<file path="src/rtl/seg7_scan_driver.sv">
// Four-digit multiplexed seven-segment driver for a 32-bit debug value.
// Free-running round-robin scan with one dead cycle at the start of every digit slot.
module seg7_scan_driver #(
  parameter int DIV_W = 17
) (
  input  logic        clk,
  input  logic        rst_n,
  input  logic [31:0] data,
  input  logic        load,
  input  logic        half_sel,
  input  logic        blank,
  output logic [3:0]  an,
  output logic [7:0]  seg
);

  logic [DIV_W-1:0] div_cnt;
  logic [1:0]       digit;
  logic [31:0]      shadow;
  logic             half_q;
  logic             blank_q;

  logic [4:0]       nib_base;
  logic [3:0]       nib;
  logic [6:0]       hex7;
  logic [3:0]       digit_onehot;

  always_ff @(posedge clk or negedge rst_n) begin
    if (!rst_n) begin
      div_cnt <= '0;
      digit   <= 2'd0;
      shadow  <= 32'd0;
      half_q  <= 1'b0;
      blank_q <= 1'b0;
    end else begin
      div_cnt <= div_cnt + 1'b1;
      // Advance together with the prescaler wrap so the new slot opens on its dead cycle.
      if (&div_cnt) begin
        digit <= digit + 2'd1;
      end
      if (load) begin
        shadow <= data;
      end
      half_q  <= half_sel;
      blank_q <= blank;
    end
  end

  assign nib_base     = {half_q, digit, 2'b00};
  assign nib          = shadow[nib_base +: 4];
  assign digit_onehot = 4'b0001 << digit;

  always_comb begin
    hex7 = 7'h0E;
    case (nib)
      4'h0: hex7 = 7'h40;
      4'h1: hex7 = 7'h79;
      4'h2: hex7 = 7'h24;
      4'h3: hex7 = 7'h30;
      4'h4: hex7 = 7'h19;
      4'h5: hex7 = 7'h12;
      4'h6: hex7 = 7'h02;
      4'h7: hex7 = 7'h78;
      4'h8: hex7 = 7'h00;
      4'h9: hex7 = 7'h10;
      4'hA: hex7 = 7'h08;
      4'hB: hex7 = 7'h03;
      4'hC: hex7 = 7'h46;
      4'hD: hex7 = 7'h21;
      4'hE: hex7 = 7'h06;
      default: hex7 = 7'h0E;
    endcase
  end

  always_comb begin
    an  = 4'b1111;
    seg = 8'hFF;
    if ((div_cnt != '0) && !blank_q) begin
      an  = ~digit_onehot;
      seg = {1'b1, hex7};
    end
  end

endmodule

</file>
<file path="config.mk">
export PLATFORM = sky130hd
export DESIGN_NAME = seg7_scan_driver
export DESIGN_NICKNAME = d
export VERILOG_FILES = /design/src/rtl/seg7_scan_driver.sv
export SDC_FILE = /design/constraint.sdc
export NUM_CORES = 1
export LEC_CHECK = 0
export ABC_AREA = 1
export BUFFER_PORTS_ARGS = -buffer_cell sky130_fd_sc_hd__clkbuf_2
export CAP_MARGIN = 20
export CELL_PAD_IN_SITES_DETAIL_PLACEMENT = 1
export CELL_PAD_IN_SITES_GLOBAL_PLACEMENT = 1
export CORE_MARGIN = 5
export CORE_UTILIZATION = 41
export CTS_BUF_LIST = sky130_fd_sc_hd__clkbuf_16
export CTS_CLUSTER_DIAMETER = 40
export DETAILED_ROUTE_END_ITERATION = 12
export GPL_TIMING_DRIVEN = 0
export PLACE_DENSITY_LB_ADDON = 0.12
export SLEW_MARGIN = 20
export SYNTH_ARGS = -nofsm -noshare
export SYNTH_HDL_FRONTEND = slang
export SYNTH_SLANG_ARGS = --single-unit
</file>
<file path="constraint.sdc">
create_clock -name clk -period 1.8 [get_ports clk]
set_input_delay 0.09 -clock clk [delete_from_list [all_inputs] [get_ports clk]]
set_output_delay 0.09 -clock clk [all_outputs]
set_load 0.05 [all_outputs]
</file>
# After elaboration in Yosys (flattened, before gate mapping)
# Memories as Yosys holds them, arrays and structs flattened.
# Cells that the tools add are included.
# totals
regBits	53
rom_bits	112
inputBits	37
out_inout_bits	12
wordCells	17
memories	1
# classes
addsub	2
shift	2
mux	2
bitwise	1
n_reduce_logical	4
# mem_list
memory	depth	word_bits	rd	rd_ports_with_merged_regs	write_ports	line	text
(name not given)	16	7	1	0	0	54	case (nib)
# op_table
operator	count
variable part select 32 x 6 -> 4 bit	1
adder 17 x 1 -> 17 bit (second input constant)	1
AND reduction 17 bit	1
nonzero test 17 bit	1
two-way mux 7 bit	1
two-way mux 4 bit	1
inverter 4 bit	1
left shift 1 x 2 -> 4 bit (first input constant)	1
adder 2 x 1 -> 2 bit (second input constant)	1
logical AND 1 bit	1
logical NOT 1 bit	1

# Logic depth before layout (Yosys ltp)
# Gate-level depths: netlist of the first run.
# logic_depth
ltp_word	3
ltp_mapped	13

# Least setup slack after synthesis of the first run
# No wires, ideal clock.
# synth_timing
path_kind	flip-flop to output port
start	register digit[0]
end	output port seg[5]
arrival_time_ns	1.924
required_time_ns	1.710
slack_ns	-0.214
stages_incl_launch_ff	14
n_path_buf	2
path_cell_list	dfrtp_1 buf_6 inv_6 buf_6 nand2_1 nand3_1 nand3_1 nand2_1 inv_1 ha_1 nand3_1 nand2_1 nand2_1 nand3_1
# synth_between
elab_chain_len	3
# synth_lines
element	line	text
from (decl)	17	logic [1:0] digit;
from (signal assigned)	38	digit <= digit + 2'd1;
variable part select 32 x 6 -> 4 bit	49	assign nib = shadow[nib_base +: 4];
memory read (16 x 7 bit)	n/a	
two-way mux 7 bit	77	if ((div_cnt != '0) && !blank_q) begin
to (decl)	13	output logic [7:0] seg
# Every way passes these cells.

# Worst setup path in the final report of the first run
# layout_timing
start	register digit[0]
end	output port seg[0]
# Same word-level chain as after synthesis.

==> results of run 1 <==
==> final cells by class <==
class / instances / area (um^2) / share of cell area, %
timing repair buffer: 72 / 639 / 14.8
clock buffer: 5 / 125 / 2.89
clock inverter: 3 / 13.8 / 0.318
buffer: 13 / 97.6 / 2.25
multi-input combinational: 238 / 1780 / 41.2
inverter: 54 / 223 / 5.14
tap: 96 / 120 / 2.77
sequential: 53 / 1330 / 30.7
==> power breakdown <==
part	total (mW)	internal (mW)	switching, mW
Sequential	1.29	1.26	0.0293
Clock	0.933	0.506	0.426
Combinational	0.750	0.280	0.470
Total	2.97	2.04	0.926
==> registers in the layout (all words and copies together) (netlist names) <==
| register | flops |
|---|---|
| blank_q | 1 |
| digit | 2 |
| div_cnt | 17 |
| half_q | 1 |
| shadow | 32 |
==> cell families after synthesis <==
kind of cell / synth area share (%)
AND/OR/NAND/NOR: 28.4
flip-flops: 45.7
adder cells (fa/ha/maj): 5.60
XOR/XNOR: 4.22
buffers and inverters: 10.0
AO/OA/AOI/OAI: 5.91
other: 0.129
==> layer usage <==
layer  up-vias  part of all wire, %
li1       1284                    -
met1      1396                   37
met2        98                   55
met3        34                  4.3
met4         0                  4.0
met5         -                    0
==> repair_timing <==
item	4_1_cts	5_1_grt
endpoints found under the hold margin	55	0
buffers inserted	13	7
cloned	2	2
hold buffers	3	0
gates resized for setup	94	51
endpoints found under the setup margin	14	14
pin swaps	19	25
==> worst max-delay path by stage <==
| stage | from | to | slack [ns] | cells after the start |
|---|---|---|---|---|
| global placement | digit[0] | seg[0] | -0.41 | 13 |
| finish | digit[0] | seg[0] | -0.53 | 13 |
| global route | digit[0] | seg[3] | -0.57 | 13 |
| floorplan | digit[0] | seg[5] | -0.05 | 13 |
| CTS | digit[0] | seg[5] | -0.40 | 14 |
| detailed placement | digit[0] | seg[3] | -0.45 | 14 |
==> worst reg2reg max path, stage by stage, from the launching register on <==
cell     delay, ns
dfrtp_1       0.44
ha_4          0.19
nand3_4       0.10
nor4_4        0.20
nand3_2       0.14
nor3_4        0.20
ha_2          0.23
xor2_1        0.17
==> cells in the mapped netlist <==
cell type  number  share of area (%)
clkbuf_1        7               0.91
conb_1          1               0.13
inv_1          50                6.5
nand4_1         2               0.43
nor3_2          2               0.69
nand3b_1        1               0.26
inv_6           1               0.30
nor3_1          3               0.52
a31oi_1         1               0.22
buf_4           2               0.52
nor2_2          2               0.43
o21ai_0        33                5.7
buf_2           1               0.17
xor2_1         13                3.9
nand2_2         2               0.43
nand3_1        48                8.3
ha_1           13                5.6
xnor2_1         1               0.30
inv_4           1               0.22
inv_2           2               0.26
nand2_1        98                 13
nor2_1          6               0.78
buf_6           3                1.2
nand3_2         4                1.4
nor4_2          1               0.43
dfrtp_1        53                 46
nor2_4          2               0.78
nor4_1          1               0.22
nand2_4         3                1.2
==> impl_metrics.sql, run 1 <==
INSERT INTO impl_metrics (metric_group, metric, value, unit) VALUES
('critical_path', 'path_delay_family', 'simple AND/OR/NAND/NOR gates', ''),
('route', 'detail_route.wl_per_cell', '21.5', 'um'),
('placement', 'placedCellCount', '499', ''),
('cells_and_area', 'finalNetCount', '487', ''),
('clocking', 'cts_tree', 'done', ''),
('pwr', 'p_total', '2.97', 'mW'),
('logic_synthesis', 'synth-seq-cells', '53', ''),
('die', 'pin_count', '49', ''),
('global_route', 'grt.overflow.total', '0', ''),
('route', 'drtAntennaViolNets', '0', ''),
('status', 'run_status', 'complete, but fails checks', ''),
('route', 'dr.first_iter.drc_count', '92', ''),
('logic_synthesis', 'synth_seq_area_share', '45.7', '%'),
('critical_path', 'worst_ep_required_time', '1.71', 'ns'),
('die', 'die-area', '8860', 'um^2'),
('critical_path', 'timing.critical_path.arrival', '2.24', 'ns'),
('sta', 'timing_hold_violations_final', '0', ''),
('sta', 'post-route-min-period', '2.33', 'ns'),
('sta', 'setup_viol', '11', ''),
('sta', 'finalWorstSetupSlack', '-0.528', 'ns'),
('logic_synthesis', 'post_synth_inst_count', '357', ''),
('critical_path', 'cp-start-kind', 'register', ''),
('clocking', 'clk_sinks', '53', ''),
('global_route', 'grt.met3_usage', '3.61', '%'),
('critical_path', 'r2r-start', 'div_cnt[1]', ''),
('global_route', 'grt_max_degree', '54', ''),
('critical_path', 'critical_path.max_fanout', '5', ''),
('clocking', 'insertion_delay', '0.30', 'ns'),
('sta', 'worst_hold_slack', '0.000797', 'ns'),
('die', 'die_h', '94.1', 'um'),
('global_route', 'groute.layer.met1.usage', '25.4', '%'),
('status', 'failing_checks', 'negative setup slack', ''),
('flow_run', 'timing.max_cap.violations', '0', ''),
('sta', 'finalMaxSlewViolations', '0', ''),
('logic_synthesis', 'synth.yosys.warnings', '0', ''),
('sta', 'rsz_0062_raised_after_global_routing', 'yes', ''),
('cells_and_area', 'finalCoreUtilization', '63.4', '%'),
('critical_path', 'critical_path_class', 'reg -> out', ''),
('critical_path', 'r2r_setup_slack', '0.04', 'ns'),
('placement', 'gpl.final_weighted_congestion', '0.795', ''),
('route', 'route.detailed.vias_per_inst', '5.27', ''),
('worst_hold_path', 'whs_endpoint', 'shadow[23]', ''),
('placement', 'io_buffer_count', '46', ''),
('cells_and_area', 'layout-drive-gt1-share', '40.9', '%'),
('sta', 'fmaxAchievable', '0.430', 'GHz'),
('critical_path', 'worstSetupEndpointType', 'output port', ''),
('pwr', 'power.leakage', '2.18', 'nW'),
('clocking', 'clk_pin_slew_worst_paths', '0.07', 'ns'),
('worst_hold_path', 'hold_path.class', 'in -> reg', ''),
('cells_and_area', 'most_frequent_standard_cell_in_the_layout_excluding_fill_and_tap_cells', 'nand2_1', ''),
('cells_and_area', 'stdcell_count', '534', ''),
('die', 'initial_utilization', '42.5', '%'),
('clocking', 'clk_buf_depth', '2', ''),
('clocking', 'cts_buffers', '5', ''),
('die', 'row_count', '30', ''),
('clocking', 'cts_max_level', '2', ''),
('global_route', 'grtUsageTotal', '21.8', '%'),
('placement', 'place_worst_setup_slack', '-0.449', 'ns'),
('logic_synthesis', 'yosys.cell_types.count', '29', ''),
('logic_synthesis', 'mappedNetlistNets', '407', ''),
('cells_and_area', 'nFillCells', '781', ''),
('worst_hold_path', 'hold_depth', '3', ''),
('die', 'chipWidth', '94.1', 'um'),
('placement', 'hpwlAfterDp', '5440', 'um'),
('critical_path', 'worstPathBufferInverterCount', '4', ''),
('cells_and_area', 'layout.cells.most_common_list', '71 x nand2_1, 51 x dfrtp_1, 47 x inv_1', ''),
('critical_path', 'slowest_stage', 'dfrtp_1', ''),
('worst_hold_path', 'worst_hold_startpoint', 'data[23]', ''),
('clocking', 'cts_root_buf', 'clkbuf_16', ''),
('route', 'vias', '2812', ''),
('cells_and_area', 'areaGrowthSynthToFinish', '49.2', '%');
No activity file was read; power rests on OpenSTA's default activity.
==> run 2: changes to the inputs <==
Settings changed: BUFFER_PORTS_ARGS -buffer_cell sky130_fd_sc_hd__clkbuf_2 to -buffer_cell sky130_fd_sc_hd__buf_4.
==> run 2 against run 1 <==
Net effect: the flow still finishes with violations (negative setup slack); sequential cell count did not move; clock power grew 24%; first-iteration DRC count increased by 61%; critical path depth up 1; clock skew down 0.0082 ns; critical endpoint is now seg[5]; largest cell class unchanged; worst hold slack worse by 0.00064 ns; total power is 7.5% higher; fmax fell by 1.0%.
==> impl_metrics.sql, run 2 (synthesis results as in run 1) <==
INSERT INTO impl_metrics (metric_group, metric, value, unit) VALUES
('die', 'row_count', '30', ''),
('clocking', 'insertion_delay', '0.30', 'ns'),
('route', 'drtAntennaViolNets', '0', ''),
('route', 'vias', '2866', ''),
('critical_path', 'worstSetupEndpointType', 'output port', ''),
('sta', 'timing_hold_violations_final', '0', ''),
('global_route', 'grtUsageTotal', '23.6', '%'),
('clocking', 'cts_max_level', '2', ''),
('clocking', 'clk_sinks', '53', ''),
('sta', 'finalMaxSlewViolations', '0', ''),
('clocking', 'cts_root_buf', 'clkbuf_16', ''),
('placement', 'placedCellCount', '499', ''),
('placement', 'gpl.final_weighted_congestion', '0.785', ''),
('clocking', 'cts_tree', 'done', ''),
('sta', 'relSlewSlack', '52.8', '%'),
('critical_path', 'timing.critical_path.arrival', '2.26', 'ns'),
('sta', 'fin_crit_sh', '131', '%'),
('cells_and_area', 'finalCoreUtilization', '65.8', '%'),
('worst_hold_path', 'hold_path.class', 'in -> reg', ''),
('pwr', 'peakVddDrop', '0.663', 'mV'),
('sta', 'fin_setup_tns', '-3.79', 'ns'),
('cells_and_area', 'stdcell_count', '542', ''),
('die', 'initial_utilization', '42.5', '%'),
('sta', 'fin_skew', '0.00507', 'ns'),
('clocking', 'clk_buf_depth', '2', ''),
('sta', 'setup_viol', '13', ''),
('route', 'route.top_layer_used', 'met4', ''),
('global_route', 'grt_max_degree', '54', ''),
('route', 'route.detailed.vias_per_inst', '5.29', ''),
('die', 'core', '6830', 'um^2'),
('flow_run', 'timing.max_cap.violations', '0', ''),
('pwr', 'power.leakage', '2.23', 'nW'),
('global_route', 'grt_first_pass_wirelength', '15900', 'um'),
('pwr', 'p_per_area', '710', 'nW/um^2'),
('sta', 'fmaxAchievable', '0.425', 'GHz'),
('cells_and_area', 'largest_register', 'shadow', ''),
('sta', 'post-route-min-period', '2.35', 'ns'),
('cells_and_area', 'layout-drive-gt1-share', '42.4', '%'),
('status', 'failing_checks', 'negative setup slack', ''),
('status', 'run_status', 'complete, but fails checks', ''),
('cells_and_area', 'nFillCells', '762', ''),
('cells_and_area', 'areaGrowthSynthToFinish', '54.9', '%'),
('sta', 'timing_worst_slew_pin_value', '0.709', 'ns'),
('placement', 'dpl_cell_area', '3430', 'um^2'),
('route', 'detail_route.wl_per_cell', '22.0', 'um'),
('die', 'chipWidth', '94.1', 'um'),
('route', 'met2_wirelength_from_detailed_routing', '6250', 'um'),
('cells_and_area', 'layout.cells.most_common_list', '69 x nand2_1, 59 x buf_4, 52 x dfrtp_1', ''),
('pwr', 'p_total', '3.19', 'mW'),
('sta', 'rsz_0062_raised_after_global_routing', 'yes', ''),
('global_route', 'grt.overflow.total', '0', ''),
('clocking', 'clk_pin_slew_worst_paths', '0.08', 'ns'),
('cells_and_area', 'final_design_area_no_fill', '4500', 'um^2'),
('cells_and_area', 'num_antenna_cells', '0', ''),
('route', 'met3_wirelength', '487', 'um'),
('critical_path', 'critical_path_class', 'reg -> out', ''),
('cells_and_area', 'reg.largest.list', 'shadow (32), div_cnt (17), digit (2)', ''),
('placement', 'hpwlAfterDp', '5500', 'um'),
('route', 'drt-total-wl', '11900', 'um'),
('critical_path', 'critical_path.max_fanout', '5', ''),
('global_route', 'antenna_violations_before_repair', '0', ''),
('critical_path', 'worst_ep_required_time', '1.71', 'ns'),
('die', 'die_h', '94.1', 'um'),
('route', 'route.layer.met1.wl', '4850', 'um'),
('placement', 'io_buffer_count', '46', ''),
('sta', 'finalWorstSetupSlack', '-0.552', 'ns'),
('route', 'dr.first_iter.drc_count', '148', ''),
('cells_and_area', 'largest_register_ffs', '32', ''),
('die', 'die-area', '8860', 'um^2'),
('critical_path', 'cp-start-kind', 'register', ''),
('clocking', 'cts_buffers', '5', ''),
('route', 'dr.pass1.iters', '4', ''),
('cells_and_area', 'most_frequent_standard_cell_in_the_layout_excluding_fill_and_tap_cells', 'nand2_1', ''),
('global_route', 'first_global_vias', '3127', ''),
('die', 'pin_count', '49', ''),
('route', 'drc', '0', ''),
('cells_and_area', 'finalNetCount', '495', '');
==> run 2: final cells by class <==
type	count	area, um^2	area share [%]
Buffer	13	97.6	2.17
Clock buffer	5	125	2.78
Clock inverter	3	43.8	0.974
Inverter	54	218	4.84
Multi-Input combinational cell	237	1790	39.8
Sequential cell	53	1330	29.5
Tap cell	96	120	2.67
Timing Repair Buffer	81	776	17.3
==> run 2: final timing paths <==
check,cells past startpoint,end,from,slack [ns]
setup / recovery,14,seg[5],digit[0],-0.55
hold / removal,3,shadow[3],data[3],0.0002
setup reg to reg,8,digit[0],div_cnt[0],-0.10
hold reg to reg,1,div_cnt[9],div_cnt[9],0.50
max in group asynchronous,2,half_q,rst_n,0.92
min in group asynchronous,2,shadow[17],rst_n,0.39
==> run 2: timing repair <==
action,in CTS,in global routing
pin swaps,26,19
hold buffers,3,2
hold endpoints to repair,55,2
setup endpoints to repair,14,14
cloned,3,0
setup buffers,14,13
resized for setup,98,38
==> run 2: critical path, cell delays in order (launching register included) <==
cell and delay [ns]:
dfrtp_1 0.41, buf_6 0.16, buf_8 0.14, nand2_2 0.11, nand3_4 0.10, nand3_4 0.08
nand2_4 0.09, buf_6 0.14, ha_4 0.15, inv_1 0.10, nand2_1 0.07, nand2_1 0.07
nand2_1 0.08, nand3_2 0.09, buf_6 0.16
==> run 2: through the flow <==
stage / hold slack, ns / setup WS [ns]
global route: 0.00666 / -0.603
finish: 0.000155 / -0.552
detailed placement: 0.174 / -0.401
CTS: 0.000777 / -0.398
global placement: 0.176 / -0.346
floorplan: -0.206 / -0.0453
==> run 2: routing by layer <==
layer	up-vias	global-route usage, %
met1	1456	27.9
met5	-	0
met4	0	8.54
li1	1297	-
met3	24	4.33
met2	89	42.4
==> run 2: power breakdown <==
group	total, mW	internal [mW]	switching (mW)
registers	1.28	1.26	0.0272
clock network	1.16	0.661	0.495
logic	0.751	0.289	0.461
